**src/rtl/gate_selftest_pkg.sv**
```systemverilog
// Shared definitions for the two-input gate self-test: FSM states, gate bit
// positions within the gates vector, and the golden truth table.
package gate_selftest_pkg;

    typedef enum logic [1:0] {
        IDLE   = 2'd0,
        SETTLE = 2'd1,
        SAMPLE = 2'd2,
        DONE   = 2'd3
    } state_t;

    localparam int AND_B   = 7;
    localparam int OR_B    = 6;
    localparam int NOT_A_B = 5;
    localparam int NOT_B_B = 4;
    localparam int NAND_B  = 3;
    localparam int NOR_B   = 2;
    localparam int XOR_B   = 1;
    localparam int XNOR_B  = 0;

    // Indexed by {a,b}.
    localparam logic [7:0] GOLDEN [4] = '{8'h3D, 8'h6A, 8'h5A, 8'hC1};

endpackage

```
**src/rtl/gate_selftest_seq_golden_ref.sv**
```systemverilog
// Expected gate output vector for a given pair of gate inputs.
module gate_golden_ref
    import gate_selftest_pkg::*;
(
    input  logic       a_i,
    input  logic       b_i,
    output logic [7:0] exp_o
);

    assign exp_o = GOLDEN[{a_i, b_i}];

endmodule

```
**src/rtl/gate_selftest_seq.sv**
```systemverilog
// Sequential self-test: steps a/b through all four combinations, samples the
// gate outputs after a settle window and accumulates a pass/fail verdict.
module gate_selftest_seq
    import gate_selftest_pkg::*;
#(
    parameter int SETTLE_CYCLES = 2
) (
    input  logic       clk,
    input  logic       rst,
    input  logic       start,
    input  logic [7:0] gates_i,
    output logic       a_o,
    output logic       b_o,
    output logic       busy,
    output logic       done,
    output logic       result_valid,
    output logic       pass,
    output logic [2:0] err_count,
    output logic [3:0] fail_mask
);

    localparam logic [3:0] SETTLE_LAST = 4'(SETTLE_CYCLES - 1);

    state_t     state_q;
    logic [1:0] idx_q;
    logic [3:0] cnt_q;
    logic [1:0] idx_d;
    logic [7:0] golden;
    logic       mismatch;

    gate_golden_ref u_golden (
        .a_i   (idx_q[1]),
        .b_i   (idx_q[0]),
        .exp_o (golden)
    );

    assign idx_d    = idx_q + 2'd1;
    // Case inequality so an undriven/X gate output counts as a failure.
    assign mismatch = (gates_i !== golden);

    always_ff @(posedge clk) begin
        if (rst) begin
            state_q      <= IDLE;
            idx_q        <= 2'd0;
            cnt_q        <= 4'd0;
            a_o          <= 1'b0;
            b_o          <= 1'b0;
            busy         <= 1'b0;
            done         <= 1'b0;
            result_valid <= 1'b0;
            pass         <= 1'b0;
            err_count    <= 3'd0;
            fail_mask    <= 4'd0;
        end else begin
            case (state_q)
                IDLE: begin
                    done <= 1'b0;
                    if (start) begin
                        idx_q        <= 2'd0;
                        a_o          <= 1'b0;
                        b_o          <= 1'b0;
                        cnt_q        <= 4'd0;
                        err_count    <= 3'd0;
                        fail_mask    <= 4'd0;
                        result_valid <= 1'b0;
                        pass         <= 1'b0;
                        busy         <= 1'b1;
                        state_q      <= SETTLE;
                    end
                end
                SETTLE: begin
                    cnt_q <= cnt_q + 4'd1;
                    if (cnt_q == SETTLE_LAST) begin
                        state_q <= SAMPLE;
                    end
                end
                SAMPLE: begin
                    if (mismatch) begin
                        fail_mask[idx_q] <= 1'b1;
                        if (err_count != 3'd4) begin
                            err_count <= err_count + 3'd1;
                        end
                    end
                    if (idx_q == 2'd3) begin
                        state_q <= DONE;
                    end else begin
                        idx_q   <= idx_d;
                        a_o     <= idx_d[1];
                        b_o     <= idx_d[0];
                        cnt_q   <= 4'd0;
                        state_q <= SETTLE;
                    end
                end
                DONE: begin
                    // err_count already includes the final SAMPLE's result.
                    done         <= 1'b1;
                    busy         <= 1'b0;
                    result_valid <= 1'b1;
                    pass         <= (err_count == 3'd0);
                    state_q      <= IDLE;
                end
                default: state_q <= IDLE;
            endcase
        end
    end

endmodule

```
**config.mk**
```make
export PLATFORM = sky130hd
export DESIGN_NAME = gate_selftest_seq
export DESIGN_NICKNAME = d
export VERILOG_FILES = /design/src/rtl/gate_selftest_pkg.sv /design/src/rtl/gate_selftest_seq_golden_ref.sv /design/src/rtl/gate_selftest_seq.sv
export SDC_FILE = /design/constraint.sdc
export NUM_CORES = 1
export LEC_CHECK = 0
export CAP_MARGIN = 20
export CORE_MARGIN = 8
export CORE_UTILIZATION = 45
export CTS_CLUSTER_DIAMETER = 60
export CTS_CLUSTER_SIZE = 40
export DETAILED_ROUTE_END_ITERATION = 10
export GPL_TIMING_DRIVEN = 1
export PLACE_DENSITY = 0.75
export SETUP_SLACK_MARGIN = 0.3
export SYNTH_ARGS = -nofsm -noshare
export SYNTH_HDL_FRONTEND = slang
export SYNTH_HIERARCHICAL = 1
export SYNTH_SLANG_ARGS = --single-unit
```
**constraint.sdc**
```tcl
create_clock -name clk -period 2.4 [get_ports clk]
set_clock_uncertainty 0.15 [all_clocks]
set_input_delay 0.48 -clock clk [delete_from_list [all_inputs] [get_ports clk]]
set_output_delay 0.48 -clock clk [all_outputs]
set_load 0.02 [all_outputs]
```
==> reports/results.env <==
ANTENNA_VIOLATING_NETS_POST_ROUTE=0
POWER_DENSITY_nW_PER_UM2=692
SYN_AREA_PER_CELL_UM2=8.56
INSERTEDDIODECOUNT=0
CTS.ROOT.BUFFER_CELL='clkbuf_4'
GLOBAL_ROUTE.USAGE.MET1_PCT=15.0
LARGEST_NET_DEGREE_AT_THE_START_OF_GLOBAL_ROUTING=12
GLOBALPLACE.CONGESTION=0.793
CRIT_ARRIVAL_NS=2.17
GRT_FIRST_PASS_WIRELENGTH_UM=4610
PLACEMENTROWS=18
TIMING.SLEW.HEADROOM_PCT=78.8
TIMING.CRITICAL_PATH.FANOUT_MAX=6
CTS_TREE='yes'
POWER.IR.VDD_WORST_mV=0.520
OVERALL_POWER_AFTER_LAYOUT_mW=1.08
AVGROUTEDWIREPERCELL_UM=13.6
P_LEAK_nW=0.616
GLOBAL_ROUTE.USAGE.MET3_PCT=3.52
CLK_LATENCY_NS=0.30
WL_UM=2640
SYNTH-WARNING-COUNT=6
SYNTH_SEQ_AREA_SHARE_PCT=33.2
GRT.OVERFLOW.TOTAL=0
VIAS=1042
WORSTHOLDPATHTYPE='reg2reg'
POST_ROUTE_CELLS_DRIVE_ABOVE_1_SHARE_PCT=17.1
SYNTHFLOPTYPE='dfxtp_1'
POST-ROUTE-PERIOD-UTIL_PCT=87.5
PORTBUFFERS=23
CAP_VIOL_MAX_COUNT=0
GRT_ANTENNA_BEFORE_REPAIR=0
PEAK_FREQ_MHz=476
NUMCLOCKSINKS=19
IO_PINS=24
CTS_MADE_BUFFERS=3
GR-USAGE-MET2_PCT=21.7
DRC=0
GLOBAL_ROUTE.USAGE.TOTAL_PCT=12.8
POST_DRT_VIA_CELL_RATIO=5.37
FLOORPLAN.DIE_AREA_UM2=4420
WORSTPATHREQUIRED_NS=2.47
CTS.PATH.MAX_BUFFERS=2
INITIAL_CORE_UTILIZATION_PCT=46.7
DETAILED_PLACE_HPWL_UM=2000
CRITPATHCAPTURETYPE='flop'
CTSHTREEMAXLEVEL=1
SETUP-VIOLATIONS-FINAL=0
AREA.GROWTH.SYNTH_TO_FINAL_PCT=35.8
DP.CELLS=185
SYN-NUM-NETS=162
WORSTSETUPSTARTPOINTTYPE='flop'
HORIZONTAL_DIE_DIMENSION_UM=66.5
DRTITER0DRC=17
NUMBER_OF_INSTANCES_IN_THE_SYNTHESIZED_NETLIST=134
TYPE_OF_THE_SETUP_PATH_WITH_THE_LEAST_SLACK='reg2reg'
CTS_STAGE_HOLD_BUFFER_COUNT=0
FINALMAXSLEWVIOLATIONS=0
SYNTH.CELL_AREA_UM2=1150
FLOORPLAN_CORE_AREA_UM2=2450
FIRST_PASS_ITERS=4
DIE_HEIGHT_UM=66.5
SETUP_TOTAL_NEGATIVE_SLACK_NS=0
SYNTH_SEQ_CELLS=19
NUMBER_OF_DISTINCT_LIBRARY_CELL_VARIANTS_IN_THE_GATE_LEVEL_NETLIST_AFTER_SYNTHESIS=34
ASYNC_FLOP_SHARE_PCT=0
RSZ0062_AT_GRT='yes'
DESIGN.FINAL.NETS=193
LAYOUTNONFILLERINSTCOUNT=194
GRT_PASS1_VIAS=1052
FINAL_HOLD_VIOL_COUNT=0
CLOCK_TRANSITION_TIME_AT_THE_FLIP_FLOP_CLOCK_PINS_OF_THE_WORST_SETUP_AND_HOLD_PATHS_NS=0.12
OUTCOME='finished clean'
WORST-SLEW-PIN-TRANSITION_NS=0.316
NUMBER_OF_ENABLE_TYPE_REGISTER_CELLS_IN_THE_SYNTHESIZED_NETLIST=0
POST-ROUTE-MIN-PERIOD_NS=2.10
GRT_MOST_USED_LAYER='met2'
path summary, 6_finish.rpt:
check | depth (start not counted) | to | start | slack [ns]
max | 6 | err_count[1] | state_q[1] | 0.30
min | 2 | pass | pass | 0.35
max reg2reg | 6 | err_count[1] | state_q[1] | 0.30
min reg2reg | 2 | pass | pass | 0.35
layout by cell type (no fill, tap or decap), types with 2 or more instances in the layout:
master and instances:
a21oi_1 12, a21oi_2 3, buf_4 5, clkbuf_4 3, clkdlybuf4s50_1 23, dfxtp_1 16
dfxtp_4 2, ha_1 13, ha_2 2, ha_4 2, inv_1 10, inv_4 2
mux2i_1 2, nand2_1 7, nand2b_1 2, nand3_1 2, nor2_1 13, nor2b_1 5
nor3_1 4, nor3b_1 2, o21ai_0 2, o31ai_1 2, or4_1 2, xor2_1 7
registers in the layout, indices dropped and copies added, names as in the netlist:
register / cells
cnt_q: 4
result_valid: 1
fail_mask: 4
pass: 1
done: 1
a_o: 1
err_count: 3
state_q: 2
busy: 1
idx_q: 1
synth_stat cells (all sizes together), types with 5 or more instances:
library cell | number | area [µm²]
nor3 | 5 | 25.0
nor2 | 14 | 52.6
dfxtp | 19 | 380
a21oi | 15 | 75.1
inv | 13 | 51.3
ha | 17 | 213
nor2b | 5 | 31.3
nand2 | 7 | 26.3
xor2 | 7 | 61.3
routing by layer:
| layer | up-vias | share of wire, % | wire, µm |
|---|---|---|---|
| li1 | 516 | - | - |
| met1 | 484 | 41 | 1090 |
| met2 | 34 | 48 | 1270 |
| met3 | 8 | 8.8 | 231 |
| met4 | 0 | 1.6 | 42 |
| met5 | - | 0 | 0 |
cells by family after synthesis:
family	after synthesis	synth area share, %
AO/OA/AOI/OAI	28	14.9
XOR/XNOR	8	6.11
adder cells (fa/ha/maj)	17	18.5
buffers and inverters	16	6.11
flip-flops	19	33.2
multiplexers	2	1.74
AND/OR/NAND/NOR	44	19.4
worst max-delay path, cell delays in order (launching register included):
cell     delay, ns
dfxtp_1       0.49
inv_1         0.10
ha_1          0.26
o21a_1        0.26
a41o_1        0.28
or4_1         0.41
o31ai_1       0.08
area by class of cell:
| class | instances | area (µm²) |
|---|---|---|
| flip-flops and latches | 19 | 389 |
| repair buffers | 29 | 279 |
| well taps | 30 | 37.5 |
| fillers | 209 | 897 |
| inverters | 13 | 53.8 |
| multi-input cells | 99 | 771 |
| clock buffers | 3 | 22.5 |
| clock inverters | 1 | 5.00 |
power by group:
| group | leakage (nW) | internal, mW | total [mW] | switching, mW |
|---|---|---|---|---|
| Sequential | 0.156 | 0.357 | 0.398 | 0.0408 |
| Combinational | 0.442 | 0.222 | 0.514 | 0.292 |
| Clock | 0.0177 | 0.0621 | 0.167 | 0.105 |
| Total | 0.616 | 0.641 | 1.08 | 0.437 |
through the flow:
step	utilization (%)	cell area [µm²]	setup WS (ns)	hold slack (ns)
after floorplan	-	1150	0.330	0.322
after global placement	57.5	1410	0.143	0.326
after detailed placement	57.5	1410	0.105	0.332
after CTS	60.8	1490	0.315	0.360
after global routing	63.5	1560	0.198	0.398
final	63.5	1560	0.301	0.351
timing repair:
| action | in CTS | in global routing |
|---|---|---|
| pin swaps | 6 | 9 |
| setup buffers | 4 | 1 |
| endpoints found under the setup margin | 7 | 9 |
| gates resized for setup | 5 | 14 |
Note: power is estimated with default switching activity, not from simulation.
==> RTL change: new RTL, same flow settings <==
Reset style: asynchronous (`rst`), changed in one clocked block.
--- a/src/rtl/gate_selftest_seq.sv
+++ b/src/rtl/gate_selftest_seq.sv
@@ -38,7 +38,7 @@
     // Case inequality so an undriven/X gate output counts as a failure.
     assign mismatch = (gates_i !== golden);
 
-    always_ff @(posedge clk) begin
+    always_ff @(posedge clk or posedge rst) begin
         if (rst) begin
             state_q      <= IDLE;
             idx_q        <= 2'd0;
Formal check against the unedited RTL: differs if rst is asserted again (counterexample within 4 cycles, from zero or initial values and one cycle with rst high); with rst held inactive, the same outputs for 10 cycles.
==> RTL change against the original RTL <==
  * Non-clock buffer count grew 1
  * Area after synthesis is 10% higher
  * Critical endpoint is now err_count[1]
  * Sequential cell count is the same
  * Wire length up 3.8%
  * Setup slack improved by 0.13 ns
  * Cell area is 5.3% higher
  * Synthesized cell count fell by 3.0%
  * Core utilization fell by 2.9 points
Power is not compared: it rests on default switching activity, and its combinational part moved more than twofold at a synthesized area within 25%.
==> RTL change: results (changes against the original RTL) <==
[global_routing]
grt_usage=0.115  ; -0.0125
grt_pass1_wl_um=4770  ; +3.4%
grt_pass1_vias=1070  ; +1.7%

[detailed_routing]
drt-initial-drc-count=39  ; +22
met1Wirelength_um=1200  ; +9.7%
wl_per_cell_um=14.2  ; +4.3%
wl_met2_um=1400  ; +9.8%
wl_um=2740  ; +3.8%

[final_layout]
drive_gt1_frac=0.142  ; -0.0288
n_fill_cell=240  ; +15%
num-nets-final=191  ; -1.0%

[critical_path]
crit_family=simple AND/OR/NAND/NOR gates
reg2reg_to=err_count[1]
reg2reg_setup_slack_ns=0.43  ; +0.13 ns
slowest_stage=dfrtp_2
critical-path-max-stage-delay_ns=0.40  ; -0.09 ns
ff2ff_path_depth=9  ; +3
reg2reg_from=a_o

[logic_synthesis]
synth_nets=158  ; -2.5%
synth_compound_area_frac=0.147  ; -0.00231
yosysTopAreaCell=dfrtp_1
avgSynthCellArea_um2=9.75  ; +14%
synth-seq-area-share=0.375  ; +0.0436

[place]
dp_cells=184  ; -0.54%

[hold_path]
hold_path_class=in2async

[status]
status=finished, final reports clean

[sta]
slew_headroom=0.722  ; -0.0657

-- RTL change: stage by stage --
stage / setup slack [ns] / hold WS [ns] / power [uW] / instance area (um2)
floorplan: 0.341 / 0.281 / 1310 / 1270
global placement: 0.258 / 0.336 / 1600 / 1540
detailed placement: 0.159 / 0.350 / 1650 / 1540
CTS: 0.308 / 0.319 / 1840 / 1620
global route: 0.280 / 0.326 / 2000 / 1640
finish: 0.430 / 0.310 / 1840 / 1640
-- RTL change: metal layers --
layer,vias to the layer above,track usage
li1,513,-
met1,494,0.124
met2,24,0.210
met3,2,0.0300
met4,0,0.0410
met5,-,0
-- RTL change: worst max path at each step --
| stage | startpoint | end | slack (ns) | cells past startpoint |
|---|---|---|---|---|
| floorplan | a_o | err_count[2] | 0.34 | 8 |
| global placement | a_o | err_count[2] | 0.26 | 8 |
| finish | a_o | err_count[1] | 0.43 | 9 |
| detailed placement | a_o | err_count[2] | 0.16 | 8 |
| CTS | b_o | b_o | 0.31 | 2 |
| global route | a_o | err_count[1] | 0.28 | 9 |
-- RTL change: timing repair --
action                                  CTS  global route
resized for setup                         2             5
gates cloned                              0             0
buffers inserted                          5             0
endpoints found under the setup margin    7            11
pin swaps                                 2             1
-- RTL change: where the power goes --
part | internal, uW | switching, uW | leakage [uW] | total, uW
registers | 444 | 89.1 | 0.000244 | 533
logic | 520 | 626 | 0.000514 | 1150
clock network | 64.7 | 97.8 | 0.0000150 | 162
total | 1030 | 813 | 0.000773 | 1840
-- RTL change: final cells by class --
type,count,area (um2),area share
tap,31,38.8,0.0236
inverter,14,52.6,0.0320
clock buffer,4,26.3,0.0160
multi-input combinational,95,742,0.452
sequential,19,478,0.291
timing repair buffer,30,303,0.185
